## config.mk

```make
export PLATFORM = sky130hd
export DESIGN_NAME = hazard_ctrl
export DESIGN_NICKNAME = d
export VERILOG_FILES = /design/src/rtl/hazard_ctrl.sv
export SDC_FILE = /design/constraint.sdc
export NUM_CORES = 1
export LEC_CHECK = 0
export CELL_PAD_IN_SITES_DETAIL_PLACEMENT = 1
export CELL_PAD_IN_SITES_GLOBAL_PLACEMENT = 1
export CORE_MARGIN = 1.5
export CORE_UTILIZATION = 32
export CTS_CLUSTER_SIZE = 28
export DETAILED_ROUTE_END_ITERATION = 10
export DONT_BUFFER_PORTS = 1
export PLACE_DENSITY = 0.64
export SLEW_MARGIN = 20
export SYNTH_ARGS = -nofsm -noshare
export SYNTH_HDL_FRONTEND = slang
export SYNTH_SLANG_ARGS = --single-unit
```

## constraint.sdc

```tcl
create_clock -name clk -period 2.4 [get_ports clk]
set_input_delay 0.24 -clock clk [delete_from_list [all_inputs] [get_ports clk]]
set_output_delay 0.24 -clock clk [all_outputs]
set_load 0.01 [all_outputs]
```

## src/rtl/hazard_ctrl.sv

```systemverilog
// Pipeline stall/flush sequencer: load-use bubbles, redirect squashes and
// multi-cycle MDU front-end freeze, with a saturating stall/flush counter.
module hazard_ctrl #(
  parameter int MDU_LAT = 32,
  parameter int CNT_W   = 6
) (
  input  logic        clk,
  input  logic        rst,
  input  logic [4:0]  id_rs1,
  input  logic [4:0]  id_rs2,
  input  logic        id_use_rs1,
  input  logic        id_use_rs2,
  input  logic [4:0]  ex_rd,
  input  logic        ex_RegWrite,
  input  logic        ex_is_load,
  input  logic        ex_redirect,
  input  logic        ex_mdu_op,
  output logic        pc_pause,
  output logic        ifid_pause,
  output logic        ifid_flush,
  output logic        idex_hold,
  output logic        idex_flush,
  output logic        exmem_flush,
  output logic        mdu_busy,
  output logic        mdu_done,
  output logic [31:0] stall_cnt
);

  typedef enum logic {RUN, MDU_WAIT} state_t;

  state_t             state_reg;
  logic [CNT_W-1:0]   mdu_cnt_reg;
  logic [31:0]        stall_cnt_reg;

  logic [1:0]         src_hit;
  logic               ldu;
  logic               any_stall;

  // One comparator per source operand of the ID instruction.
  logic [4:0] id_src [2];
  logic [1:0] id_use;
  assign id_src[0] = id_rs1;
  assign id_src[1] = id_rs2;
  assign id_use    = {id_use_rs2, id_use_rs1};

  generate
    for (genvar gi = 0; gi < 2; gi++) begin : g_src
      assign src_hit[gi] = id_use[gi] && (id_src[gi] == ex_rd);
    end
  endgenerate

  // x0 is never a real producer, so it cannot create a dependency.
  assign ldu = ex_is_load && ex_RegWrite && (ex_rd != 5'd0) && (|src_hit);

  always_comb begin
    pc_pause    = 1'b0;
    ifid_pause  = 1'b0;
    ifid_flush  = 1'b0;
    idex_hold   = 1'b0;
    idex_flush  = 1'b0;
    exmem_flush = 1'b0;
    mdu_busy    = 1'b0;
    mdu_done    = 1'b0;
    if (!rst) begin
      case (state_reg)
        RUN: begin
          if (ex_redirect) begin
            ifid_flush = 1'b1;
            idex_flush = 1'b1;
          end else if (ex_mdu_op) begin
            pc_pause    = 1'b1;
            ifid_pause  = 1'b1;
            idex_hold   = 1'b1;
            exmem_flush = 1'b1;
            mdu_busy    = 1'b1;
          end else if (ldu) begin
            pc_pause   = 1'b1;
            ifid_pause = 1'b1;
            idex_flush = 1'b1;
          end
        end
        MDU_WAIT: begin
          // Last occupancy cycle: release everything so the result reaches MEM.
          if (mdu_cnt_reg == '0) begin
            mdu_done = 1'b1;
          end else begin
            pc_pause    = 1'b1;
            ifid_pause  = 1'b1;
            idex_hold   = 1'b1;
            exmem_flush = 1'b1;
            mdu_busy    = 1'b1;
          end
        end
        default: ;
      endcase
    end
  end

  assign any_stall = pc_pause | ifid_flush | idex_flush | exmem_flush;

  always_ff @(posedge clk) begin
    if (rst) begin
      state_reg     <= RUN;
      mdu_cnt_reg   <= '0;
      stall_cnt_reg <= '0;
    end else begin
      if (any_stall && (stall_cnt_reg != 32'hFFFF_FFFF))
        stall_cnt_reg <= stall_cnt_reg + 32'd1;
      case (state_reg)
        RUN: begin
          if (!ex_redirect && ex_mdu_op) begin
            state_reg   <= MDU_WAIT;
            mdu_cnt_reg <= CNT_W'(MDU_LAT - 2);
          end
        end
        MDU_WAIT: begin
          if (mdu_cnt_reg == '0)
            state_reg <= RUN;
          else
            mdu_cnt_reg <= mdu_cnt_reg - 1'b1;
        end
        default: state_reg <= RUN;
      endcase
    end
  end

  assign stall_cnt = stall_cnt_reg;

endmodule

```

==> results of run 1 <==
-- cell families after synthesis --
logic type,Yosys count
AO/OA/AOI/OAI,70
adder cells (fa/ha/maj),3
AND/OR/NAND/NOR,109
buffers and inverters,21
XOR/XNOR,17
multiplexers,2
flip-flops,39
-- worst max-delay path, delay by kind of cell (launching register included) --
family / cells / cell delay (ns)
fa+ha+maj: 1 / 0.20
compound gates: 3 / 0.61
flops: 1 / 0.38
buf+inv: 2 / 0.29
simple gates: 3 / 0.67
-- worst paths after layout --
check / to / slack [ns]
max: stall_cnt[31]$_SDFFE_PP0P_ / 0.14
min reg2reg: mdu_cnt_reg[1]$_SDFFE_PP0P_ / 0.53
max reg2reg: stall_cnt[31]$_SDFFE_PP0P_ / 0.14
min: stall_cnt[25]$_SDFFE_PP0P_ / 0.007
-- through the flow --
stage	std cells	hold slack, ns
final	348	0.00698
after global routing	348	0.000683
after CTS	347	0.000315
after detailed placement	334	0.317
after global placement	334	0.314
after floorplan	261	0.481
-- synth_stat cells, drive strengths merged (2+ instances only) --
library cell	count	area [um^2]
dfxtp	39	781
a21oi	29	145
or3	23	144
nand2	21	83.8
o21ai	17	88.8
nor2	14	52.6
xnor2	14	123
nand3	11	55.1
nand4	10	77.6
buf	9	67.6
o31ai	8	60.1
and3	7	45.1
inv	7	26.3
or4	7	52.6
clkbuf	5	18.8
nor4	5	46.3
o211ai	5	47.5
and4	3	28.8
ha	3	37.5
nor3	3	20.0
o311ai	3	26.3
o41ai	3	26.3
xor2	3	26.3
and2	2	12.5
nor2b	2	12.5
-- layout by cell type, fill, tap and decap left out, types with 3 or more instances in the layout --
master / count
dfxtp_1: 39
a21oi_1: 29
or3_1: 23
nand2_1: 19
o21ai_0: 15
xnor2_1: 14
nor2_1: 14
nand3_1: 11
nand4_1: 9
buf_4: 9
o31ai_1: 8
inv_1: 7
or4_1: 7
dlygate4sd3_1: 7
and3_1: 6
clkbuf_8: 6
nor4_1: 4
o211ai_1: 3
xor2_1: 3
o311ai_0: 3
o41ai_1: 3
ha_1: 3
-- area by class of cell --
type / instances / area, um^2
sequential: 39 / 781
inverter: 7 / 26.3
clock buffer: 6 / 82.6
timing repair buffer: 17 / 158
multi-input combinational: 201 / 1290
tap: 77 / 96.3
fill: 784 / 4020
clock inverter: 1 / 5.00
-- report_power, final --
part / switching, W / internal (W) / leakage [nW]
sequential: 0.0000187 / 0.000667 / 0.316
combinational: 0.000110 / 0.0000787 / 0.443
clock: 0.000235 / 0.000226 / 0.0470
total: 0.000364 / 0.000971 / 0.806
-- layer usage --
layer / GRT usage [%] / vias up / wire length [um] / part of all wire (%)
met5: 0 / - / 0 / 0
met4: 4.84 / 0 / 65 / 1.0
met3: 6.16 / 5 / 526 / 8.2
met2: 26.8 / 56 / 2740 / 43
met1: 24.3 / 977 / 3090 / 48
li1: - / 988 / - / -
-- timing repair --
action,CTS,global route
hold buffers,6,1
hold endpoints to repair,5,12
endpoints found under the setup margin,0,1
==> results by stage, run 1 <==
Status:
- The run finished, with violations left.
- The final reports fail on design-rule violations.

Timing:
- Timing would allow up to 443 MHz.
- The clock arrives with 0.00506 ns of skew.
- The max-slew violation count is 0.
- The relative slew slack is about half.
- Setup slack closes at between 0.1 and 0.15 ns.
- The count of endpoints failing hold in the final timing report is 0.
- Setup violations remaining at the end of the flow were counted as 0.
- The slew at the pin closest to its max-slew limit is 0.767 ns.
- Adding up every negative setup slack in the final design gives 0 ns.
- The period utilization is 94.0%.
- Setup repair after global routing left no endpoint under its margin.
- Subtracting the final worst setup slack from the clock period gives roughly 2.3 ns.

Global routing:
- Summed over all layers, the global routing overflow is 0.
- The pin count of the biggest net entering global routing is 45.
- The number of global-route vias before repair is 1996.
- The global-route wire length before repair is 10.3 mm.
- The number of antenna violations at the first check in global routing was 0.
- Global routing consumed, over all layers together, 17.8% of the routing resources.

Synth:
- Of the synthesized area, sequential elements account for 35.7%.
- The area share of and/or/nand/nor cells after synthesis is 29.2%.
- Yosys mapped the design onto 44 distinct sky130hd cell types.
- After Yosys synthesis, full adders, half adders and majority gates account for 1.72% of the synthesized area.
- Counting every instance in the synthesized netlist gives 261.
- After synthesis, the largest family of logic cells by area is simple AND/OR/NAND/NOR gates.
- In this run the mean area of a mapped cell was 8.37 um^2.
- The cell area that synthesis handed to floorplanning was 2180 um^2.
- For this run, asynchronously set or reset flops after synthesis account for 0%.
- The dominant synthesized flop cell is dfxtp_1.
- The number of nets in the synthesized netlist is about 290.
- Counting flops and latches in the post-synthesis netlist gives 39.
- The number of enable-type register cells in the synthesized netlist is 0.
- The fraction of the mapped netlist area in compound gates is 20.4%.
- After synthesis, the share of cell area in mux cells is 0.974%.
- During synthesis, Yosys emitted a total of 0 warnings.
- Summing the areas of all xor and xnor instances in the mapped netlist gives under 10% of the synthesized area.

Min path:
- The cell count of the worst hold path is 1.
- The start point of the worst hold path is rst.
- The type of the most critical hold path is primary input to flop.

Place:
- Routability-driven placement finished with a final weighted congestion of 0.778.
- Once placement finished, the instance area stood at approximately 2300 um^2.
- Detailed placement ended at an HPWL of 4.29 mm.
- The setup slack after placement is 0.142 ns.
- Port buffering added 0 buffers.

CTS:
- The total setup buffers inserted after CTS is 0.
- The H-tree depth is 2.
- TritonCTS built the clock tree.
- The number of gates resized after cts is 0.
- The tree built by TritonCTS fans out to 39 sinks.
- The clock transition at the registers of the reported paths is 0.08 ns.
- The total CTS buffers is 5.
- The worst-case clock buffer depth is 2.
- The clock latency on the worst-skew pair is 0.29 ns.
- CTS placed an instance of clkbuf_8 at the clock tree root.

Worst setup path:
- Data arrives at the worst endpoint at ~2.5 ns.
- The top fanout value on the critical path is 44.
- The start point of the critical path is mdu_cnt_reg[0]$_SDFFE_PP0P_.
- For the worst flop-to-flop path, the logic depth is 9.
- The endpoint required time on the critical path is 2.62 ns.
- The critical path class is flop to flop.
- The worst setup path is captured at a flop.
- Walking the worst path, the cells encountered are inv_1 -> ha_1 -> nand2_1 -> nor3_1 -> a211oi_2 -> o211ai_2 -> buf_12 -> or4_1 -> a21oi_1.
- The type of element launching the critical path is a flop.
- The startpoint identified for the worst register-to-register timing path is mdu_cnt_reg[0]$_SDFFE_PP0P_.
- The peak per-stage delay on the critical path is 0.52 ns.
- The slowest stage of the critical path is the or4_1 cell.

Job:
- Across the run, the number of max-cap violations was 0.

Drt:
- The routed length per placed instance is 18.5 um.
- The count of unresolved DRC violations after routing is 8.
- The first detailed-routing pass took 7 iterations.
- The number of vias per cell is a little under 6.
- The total wire length after detailed routing is between 6 and 7 mm.
- The detail route stage leaves a number of antenna-violating nets equal to 0.
- The violation count after the first detailed-route iteration is 91.
- The detailed router placed 2026 vias in this run.

Finish:
- For this run, the share of the core covered by cells in the final layout is approximately 38%.
- 0 antenna diodes ended up in the layout.
- The register with the most flip-flops in the layout has 32 of them.
- Relative to the synthesized area, the layout overhead comes to 11.7%.
- Cells with a size suffix above 1 make up 11.1% of the layout.
- After routing the design area is 2440 um^2.
- The post-layout net count is ~300.

Pwr:
- Power spread over the standard cell area amounts to between 500 and 600 nW/um^2.
- IR analysis of the VDD net gives a maximum drop of 0.256 mV.
- In this run the static leakage power is 0.806 nW.
- The overall power of the completed layout is approximately 0.0013 W.

Floorplan:
- The floorplan die height is 85.6 um.
- The initial cell density of the core is 33.8%.
- The total die area is around 7300 um^2.
- The top-level I/O count is 63.
- The die width is 85.6 um.
- The row count is 29.
- The total area inside the core boundary comes to 6460 um^2.
Power figures use the tool's default switching activity.
==> run 2: changes to the inputs <==
Settings changed: PLACE_DENSITY 0.64 to not set, PLACE_DENSITY_LB_ADDON set to 0.1.
==> results by stage, run 2 (synthesis results as in run 1) <==
Status:
- The run finished, with violations left.
- The final reports fail on design-rule violations.

Drt:
- The count of unresolved DRC violations after routing came to 7 (-1).
- The total wire length after detailed routing came to 5.94 mm (-7.5%).
- The via count is 1990 (-1.8%).
- The number of nets with antenna violations after detailed routing is 0 (unchanged).
- The number of search-and-repair iterations in the first detailed-routing pass came to 7 (unchanged).
- The violation count after the first detailed-route iteration is 54 (-41%).
- The number of vias per cell is 5.75 (-1.2%).
- The routed length per placed instance is 17.2 um (-7.0%).

Worst setup path:
- The depth of the worst register-to-register path is 9 (unchanged).
- In this run the critical register-to-register path is launched from mdu_cnt_reg[0]$_SDFFE_PP0P_.
- The worst setup path is captured at a primary output.
- The top fanout value on the critical path was 9 (-80%).
- The critical path depth came to 4 (-5).
- The worst endpoint data arrival time is 1.96 ns (-0.52 ns).
- The highest-delay cell along the critical path is or3_1.
- The count of buffering cells on the critical path with inverters included is 0 (-2).
- The worst register-to-register path ends at stall_cnt[31]$_SDFFE_PP0P_.
- Traced cell by cell, the critical path runs through or3_1 -> or3_1 -> o21ai_2 -> a21oi_1.
- The endpoint required time on the critical path is 2.16 ns (-0.46 ns).
- The critical path class is flop to primary output.
- The reg-to-reg setup timing slack came to 0.21 ns (+0.07 ns).
- The type of element launching the critical path is a flop.
- The peak per-stage delay on the critical path is 0.44 ns (-0.08 ns).
- The cell occurring most often along the worst timing path is or3_1.
- On the critical path the largest part of the delay comes from simple AND/OR/NAND/NOR gates.

Min path:
- The path class of the tightest hold or removal check is primary input to flop.
- The worst-case hold path end point is stall_cnt[29]$_SDFFE_PP0P_.
- The cell count of the worst hold path is 1 (unchanged).
- The startpoint identified for the worst hold timing path is rst.

Global routing:
- The number of antenna violations at the first check in global routing is 0 (unchanged).
- The pin count of the biggest net entering global routing is 45 (unchanged).
- The total global routing track utilization is 17.2% (-0.69 points).
- The global-route wire length before repair is 10.0 mm (-2.9%).
- The number of global-route vias before repair is 1996 (unchanged).
- The total global routing overflow is 0 (unchanged).

Finish:
- The most common cell after layout, fill and taps aside is dfxtp_1.
- The count of antenna diodes in the layout is 0 (unchanged).
- The post-layout net count is 294 (-1.0%).
- The total non-filler cell area in the finished layout is 2440 um^2 (unchanged).
- The area overhead of the layout relative to synthesis is 11.7% (unchanged).
- The fraction of final layout cells sized beyond drive strength 1 is 11.5% (+0.45 points).
- The final standard cell count with taps included and fillers excluded is 346 (-0.57%).
- The number of fill cells is 790 (+0.77%).
- In the layout the commonest cells are dfxtp_1 (39), a21oi_1 (29), or3_1 (23), nand2_1 (19), o21ai_0 (15).
- The number of flip-flops in the largest register is 32 (unchanged).

Pwr:
- The proportion of power drawn by flip-flops and latches was 47.4% (-4.0 points).
- The combinational fraction of design power is 12.4% (-1.8 points).
- The overall power of the completed layout came to 0.00144 W (+8.1%).
- The cell leakage power is 0.807 nW (+0.20%).
- The internal power consumption is 0.00108 W (+11%).
- The ratio of total power to cell area is 592 nW/um^2 (+8.1%).
- The part of the power in the clock network is 40.2% (+5.7 points).
- The maximum vdd ir drop is 0.346 mV (+35%).
- The switching fraction of total power is 25.2% (-2.0 points).
- The power spent charging and discharging nets is 0.000364 W (about the same).

Timing:
- The period utilization was 91.7% (-2.2 points).
- The clock skew after layout is 0.00772 ns (+0.00266 ns).
- The relative slew slack is 48.1% (-0.53 points).
- The minimum period implied by the final worst setup slack was 2.20 ns (-0.0539 ns).
- The total negative slack for setup checks came to 0 ns (unchanged).
- The max-slew violation count is 0 (unchanged).
- The total of endpoints with negative setup slack in the final report came to 0 (unchanged).
- The maximum frequency from static timing analysis is 454 MHz (+2.4%).
- The count of endpoints failing hold in the final timing report is 0 (unchanged).
- Setup repair after global routing left no endpoint under its margin.
- The slew at the pin closest to its max-slew limit is 0.775 ns (+0.00785 ns).

Floorplan:
- The die width is 85.6 um (unchanged).
- The total core area came to 6460 um^2 (unchanged).
- The top-level I/O count came to 63 (unchanged).
- The floorplan die height was 85.6 um (unchanged).
- The row count was 29 (unchanged).
- The total die area came to 7330 um^2 (unchanged).
- The initial cell density of the core is 33.8% (unchanged).

CTS:
- The total CTS buffers was 5 (unchanged).
- The number of sinks driven by the clock tree is 39 (unchanged).
- The clock transition at the registers of the reported paths was 0.08 ns (about the same).
- TritonCTS built the clock tree.
- The tree is rooted in a clkbuf_8.
- The H-tree depth is 2 (unchanged).
- The total setup buffers inserted after CTS is 0 (unchanged).
- The clock latency on the worst-skew pair is 0.29 ns (about the same).
- The worst-case clock buffer depth was 2 (unchanged).

Place:
- The number of buffers inserted by port buffering is 0 (unchanged).
- The cell count after placement is 334 (unchanged).
- The final RePlAce weighted congestion is 0.729 (-6.3%).
- The HPWL after detailed placement is 4.18 mm (-2.6%).
- The post-place instance area came to 2280 um^2 (unchanged).

Job:
- The max-capacitance violation count was 0 (unchanged).
-- run 2: cell types whose count changed in the layout (fill, tap and decap cells not counted), sizes merged --
cell,before,now
dlygate4sd3,7,4
bufinv,0,1
-- run 2: area by class of cell --
| class | count | area [um^2] | area share [%] |
|---|---|---|---|
| multi-input combinational | 201 | 1290 | 52.9 |
| inverter | 7 | 26.3 | 1.08 |
| sequential | 39 | 781 | 32.0 |
| clock inverter | 2 | 35.0 | 1.44 |
| timing repair buffer | 14 | 128 | 5.23 |
| clock buffer | 6 | 82.6 | 3.38 |
| tap | 77 | 96.3 | 3.95 |
-- run 2: power by group through the flow --
stage	combinational, W	sequential (W)	clock, W
3_3_place_gp	0.000167	0.000700	0
5_1_grt	0.000201	0.000688	0.000627
4_1_cts	0.000181	0.000685	0.000604
3_5_place_dp	0.000168	0.000700	0
2_1_floorplan	0.000147	0.000699	0
6_report	0.000179	0.000685	0.000580
-- run 2: what timing repair did --
action                     CTS  global route
setup endpoints to repair    0             4
resized for setup            0             0
hold endpoints to repair    18             1
hold buffers                 3             1
-- run 2: per-layer routing --
layer | global-route usage, % | wire length (um) | vias to the layer above
met5 | 0 | 0 | -
met4 | 4.84 | 69 | 0
met3 | 5.20 | 477 | 7
met2 | 27.1 | 2580 | 56
met1 | 22.7 | 2820 | 946
li1 | - | - | 981
-- run 2: worst register-to-register path: stages, from the launching register on --
cell	delay [ns]
dfxtp_1	0.38
inv_1	0.09
ha_1	0.19
nand2_1	0.07
nor3_1	0.08
a211oi_2	0.26
o211ai_2	0.17
buf_12	0.20
or4_1	0.54
a21oi_1	0.16
-- run 2: through the flow --
step           hold WS (ns)  util (%)  setup slack, ns
6_report            0.00791      37.8            0.198
5_1_grt             0.00238      37.8           0.0265
4_1_cts           0.0000832      37.6            0.166
3_5_place_dp          0.316      35.3            0.196
3_3_place_gp          0.316      35.3            0.213
2_1_floorplan         0.481         -            0.450
-- run 2: how the worst max path moves through the flow --
| stage | startpoint | end | slack, ns |
|---|---|---|---|
| after floorplan | stall_cnt[0]$_SDFFE_PP0P_ | stall_cnt[22]$_SDFFE_PP0P_ | 0.45 |
| after global placement | mdu_cnt_reg[0]$_SDFFE_PP0P_ | stall_cnt[27]$_SDFFE_PP0P_ | 0.21 |
| after detailed placement | mdu_cnt_reg[0]$_SDFFE_PP0P_ | stall_cnt[31]$_SDFFE_PP0P_ | 0.20 |
| after CTS | mdu_cnt_reg[2]$_SDFFE_PP0P_ | pc_pause | 0.17 |
| after global routing | mdu_cnt_reg[0]$_SDFFE_PP0P_ | stall_cnt[23]$_SDFFE_PP0P_ | 0.03 |
| final | mdu_cnt_reg[2]$_SDFFE_PP0P_ | pc_pause | 0.20 |
==> run 3: changes to the inputs <==
--- a/config.mk
+++ b/config.mk
@@ -14,5 +14,5 @@
 export DONT_BUFFER_PORTS = 1
 export PLACE_DENSITY_LB_ADDON = 0.1
-export SLEW_MARGIN = 20
+export SLEW_MARGIN = 10
 export SYNTH_ARGS = -nofsm -noshare
 export SYNTH_HDL_FRONTEND = slang
==> constraint.sdc (replaced) <==
create_clock -name clk -period 2.4 [get_ports clk]
set_input_delay 0.48 -clock clk [delete_from_list [all_inputs] [get_ports clk]]
set_output_delay 0.48 -clock clk [all_outputs]
set_load 0.01 [all_outputs]
==> results by stage, run 3 (synthesis results as in run 1) <==
CTS:
- The clock latency on the worst-skew pair is 0.30 ns (about the same).
- The total setup buffers inserted after CTS is 0 (unchanged).
- The number of hold buffers added after CTS is 0 (-3).
- TritonCTS built the clock tree.
- The number of sinks driven by the clock tree is 39 (unchanged).
- The clock transition at the registers of the reported paths is 0.07 ns (about the same).
- The worst-case clock buffer depth came to 2 (unchanged).
- The clock tree root buffer cell is clkbuf_8.
- The total CTS buffers came to 5 (unchanged).
- The H-tree depth was 2 (unchanged).

Floorplan:
- The initial cell density of the core is 33.8% (unchanged).
- The row count is 29 (unchanged).
- The die width is 85.6 um (unchanged).
- The floorplan die height was 85.6 um (unchanged).
- The total core area is 6460 um^2 (unchanged).
- The total die area is 7330 um^2 (unchanged).
- The top-level I/O count came to 63 (unchanged).

Timing:
- The period utilization was 96.4% (+4.7 points).
- The count of endpoints failing hold in the final timing report came to 0 (unchanged).
- The max-slew violation count is 0 (unchanged).
- The worst hold slack after final layout is 0.242 ns (+0.234 ns).
- The relative slew slack is 46.0% (-2.1 points).
- The clock skew after layout is 0.00586 ns (-0.00187 ns).
- The minimum period implied by the final worst setup slack is 2.31 ns (+0.113 ns).
- The slew at the pin closest to its max-slew limit is 0.806 ns (+0.0318 ns).
- The total of endpoints with negative setup slack in the final report was 0 (unchanged).
- The maximum frequency from static timing analysis came to 432 MHz (-4.9%).

Worst setup path:
- The worst setup path is captured at a primary output.
- The top fanout value on the critical path is 4 (-5).
- Walking the worst path, the cells encountered are or3_1 -> or3_4 -> o21ai_2 -> a21oi_2 -> buf_4.
- The endpoint required time on the critical path is 1.92 ns (-0.24 ns).
- The critical path is of the flop to primary output type.
- On the critical path, the stage with the largest delay is an instance of or3_1.
- The startpoint of the most critical register-to-register path is stall_cnt[8]$_SDFFE_PP0P_.
- STA classifies the critical path startpoint as a flop.
- The capture instance of the worst register-to-register path is stall_cnt[26]$_SDFFE_PP0P_.
- The worst endpoint data arrival time is 1.83 ns (-0.13 ns).
- Broken down by cell family, the worst path's largest delay share belongs to simple AND/OR/NAND/NOR gates.
- The peak per-stage delay on the critical path was 0.43 ns (about the same).
- The count of buffering cells on the critical path with inverters included was 1 (+1).
- The depth of the worst register-to-register path was 6 (-3).
- The reg-to-reg setup timing slack is 0.20 ns (about the same).

Pwr:
- The overall power of the completed layout is 0.00129 W (-11%).
- The cell leakage power is 0.809 nW (+0.19%).
- The maximum vdd ir drop is 0.282 mV (-19%).
- The ratio of total power to cell area was 530 nW/um^2 (-10%).

Status:
- The checks that failed: design-rule violations.
- The flow ran to the end, but the final reports show violations.

Min path:
- The startpoint identified for the worst hold timing path is rst.
- In this run the worst hold path is classified as primary input to flop.
- For hold timing, the worst endpoint is mdu_cnt_reg[0]$_SDFFE_PP0P_.
- The cell count of the worst hold path is 1 (unchanged).

Drt:
- The routed length per placed instance is 16.7 um (-2.6%).
- The number of vias per cell was 5.79 (+0.61%).
- The violation count after the first detailed-route iteration is 43 (-20%).
- The total wire length after detailed routing is 5.81 mm (-2.3%).
- The number of nets with antenna violations after detailed routing is 0 (unchanged).
- The count of unresolved DRC violations after routing is 7 (unchanged).
- The via count came to 2008 (+0.90%).
- The number of search-and-repair iterations in the first detailed-routing pass is 7 (unchanged).

Global routing:
- The total global routing overflow is 0 (unchanged).
- The number of antenna violations at the first check in global routing is 0 (unchanged).
- The pin count of the biggest net entering global routing is 45 (unchanged).
- The total global routing track utilization is 16.9% (-0.22 points).
- The number of global-route vias before repair is 2054 (+2.9%).
- The global-route wire length before repair was 9.92 mm (-1.2%).

Finish:
- The area overhead of the layout relative to synthesis is 10.9%.
- In the layout the commonest cells are dfxtp_1 (37), a21oi_1 (28), or3_1 (22), nand2_1 (19), buf_4 (16).
- The fraction of final layout cells sized beyond drive strength 1 is 14.8% (+3.3 points).
- The post-layout net count is 297 (+1.0%).
- The number of flip-flops in the largest register is 32 (unchanged).
- The most common cell after layout, fill and taps aside is dfxtp_1.
- The number of fill cells came to 793 (+0.38%).
- The count of antenna diodes in the layout came to 0 (unchanged).

Place:
- The number of buffers inserted by port buffering is 0 (unchanged).
- The HPWL after detailed placement came to 4.24 mm (+1.5%).
- The final RePlAce weighted congestion is 0.753 (+3.3%).

Job:
- The max-capacitance violation count was 0 (unchanged).
run 3: worst max-delay path by stage:
stage | startpoint | endpoint | cells past startpoint
2_1_floorplan | ex_rd[1] | pc_pause | 7
3_3_place_gp | ex_rd[0] | pc_pause | 7
3_5_place_dp | stall_cnt[8]$_SDFFE_PP0P_ | stall_cnt[26]$_SDFFE_PP0P_ | 6
4_1_cts | mdu_cnt_reg[2]$_SDFFE_PP0P_ | pc_pause | 6
5_1_grt | mdu_cnt_reg[0]$_SDFFE_PP0P_ | ifid_pause | 8
6_report | mdu_cnt_reg[2]$_SDFFE_PP0P_ | ifid_pause | 5
run 3: worst register-to-register path, stage by stage, from the launching register on:
cell      delay (ns)
dfxtp_1         0.44
and4_1          0.30
and3_2          0.25
a21boi_2        0.19
o211ai_1        0.34
or3_1           0.47
a21oi_1         0.14
run 3: metal layers:
layer | up-vias | GRT usage [%] | wire length [um]
met1 | 960 | 20.8 | 2600
li1 | 985 | - | -
met4 | 0 | 5.43 | 78
met5 | - | 0 | 0
met3 | 7 | 6.26 | 505
met2 | 56 | 27.5 | 2620
run 3: what timing repair did:
item / 4_1_cts / 5_1_grt
hold endpoints to repair: 0 / 0
resized for setup: 0 / 5
setup endpoints to repair: 0 / 3
run 3: layout make-up:
cell class / count / area (um^2) / share of cell area (%)
tap: 77 / 96.3 / 3.98
multi-input combinational: 201 / 1310 / 53.8
inverter: 7 / 26.3 / 1.08
sequential: 39 / 783 / 32.3
clock buffer: 6 / 72.6 / 2.99
timing repair buffer: 17 / 140 / 5.78
run 3: where the power goes:
| group | leakage (nW) | internal (W) | switching (W) | total, W |
|---|---|---|---|---|
| clock network | 0.0371 | 0.000194 | 0.000228 | 0.000422 |
| logic | 0.455 | 0.0000796 | 0.0000980 | 0.000178 |
| registers | 0.316 | 0.000668 | 0.0000182 | 0.000686 |
run 3: stage by stage:
| stage | util, % | setup TNS [ns] | cells | instance area (um^2) | setup WS, ns |
|---|---|---|---|---|---|
| final | 37.5 | 0 | 347 | 2420 | 0.0857 |
| after global routing | 37.5 | -0.00169 | 347 | 2420 | -0.000882 |
| after CTS | 37.3 | 0 | 347 | 2410 | 0.0282 |
| after detailed placement | 36.1 | 0 | 341 | 2330 | 0.165 |
| after global placement | 36.1 | 0 | 341 | 2330 | 0.230 |
| after floorplan | - | 0 | 261 | 2180 | 0.0638 |
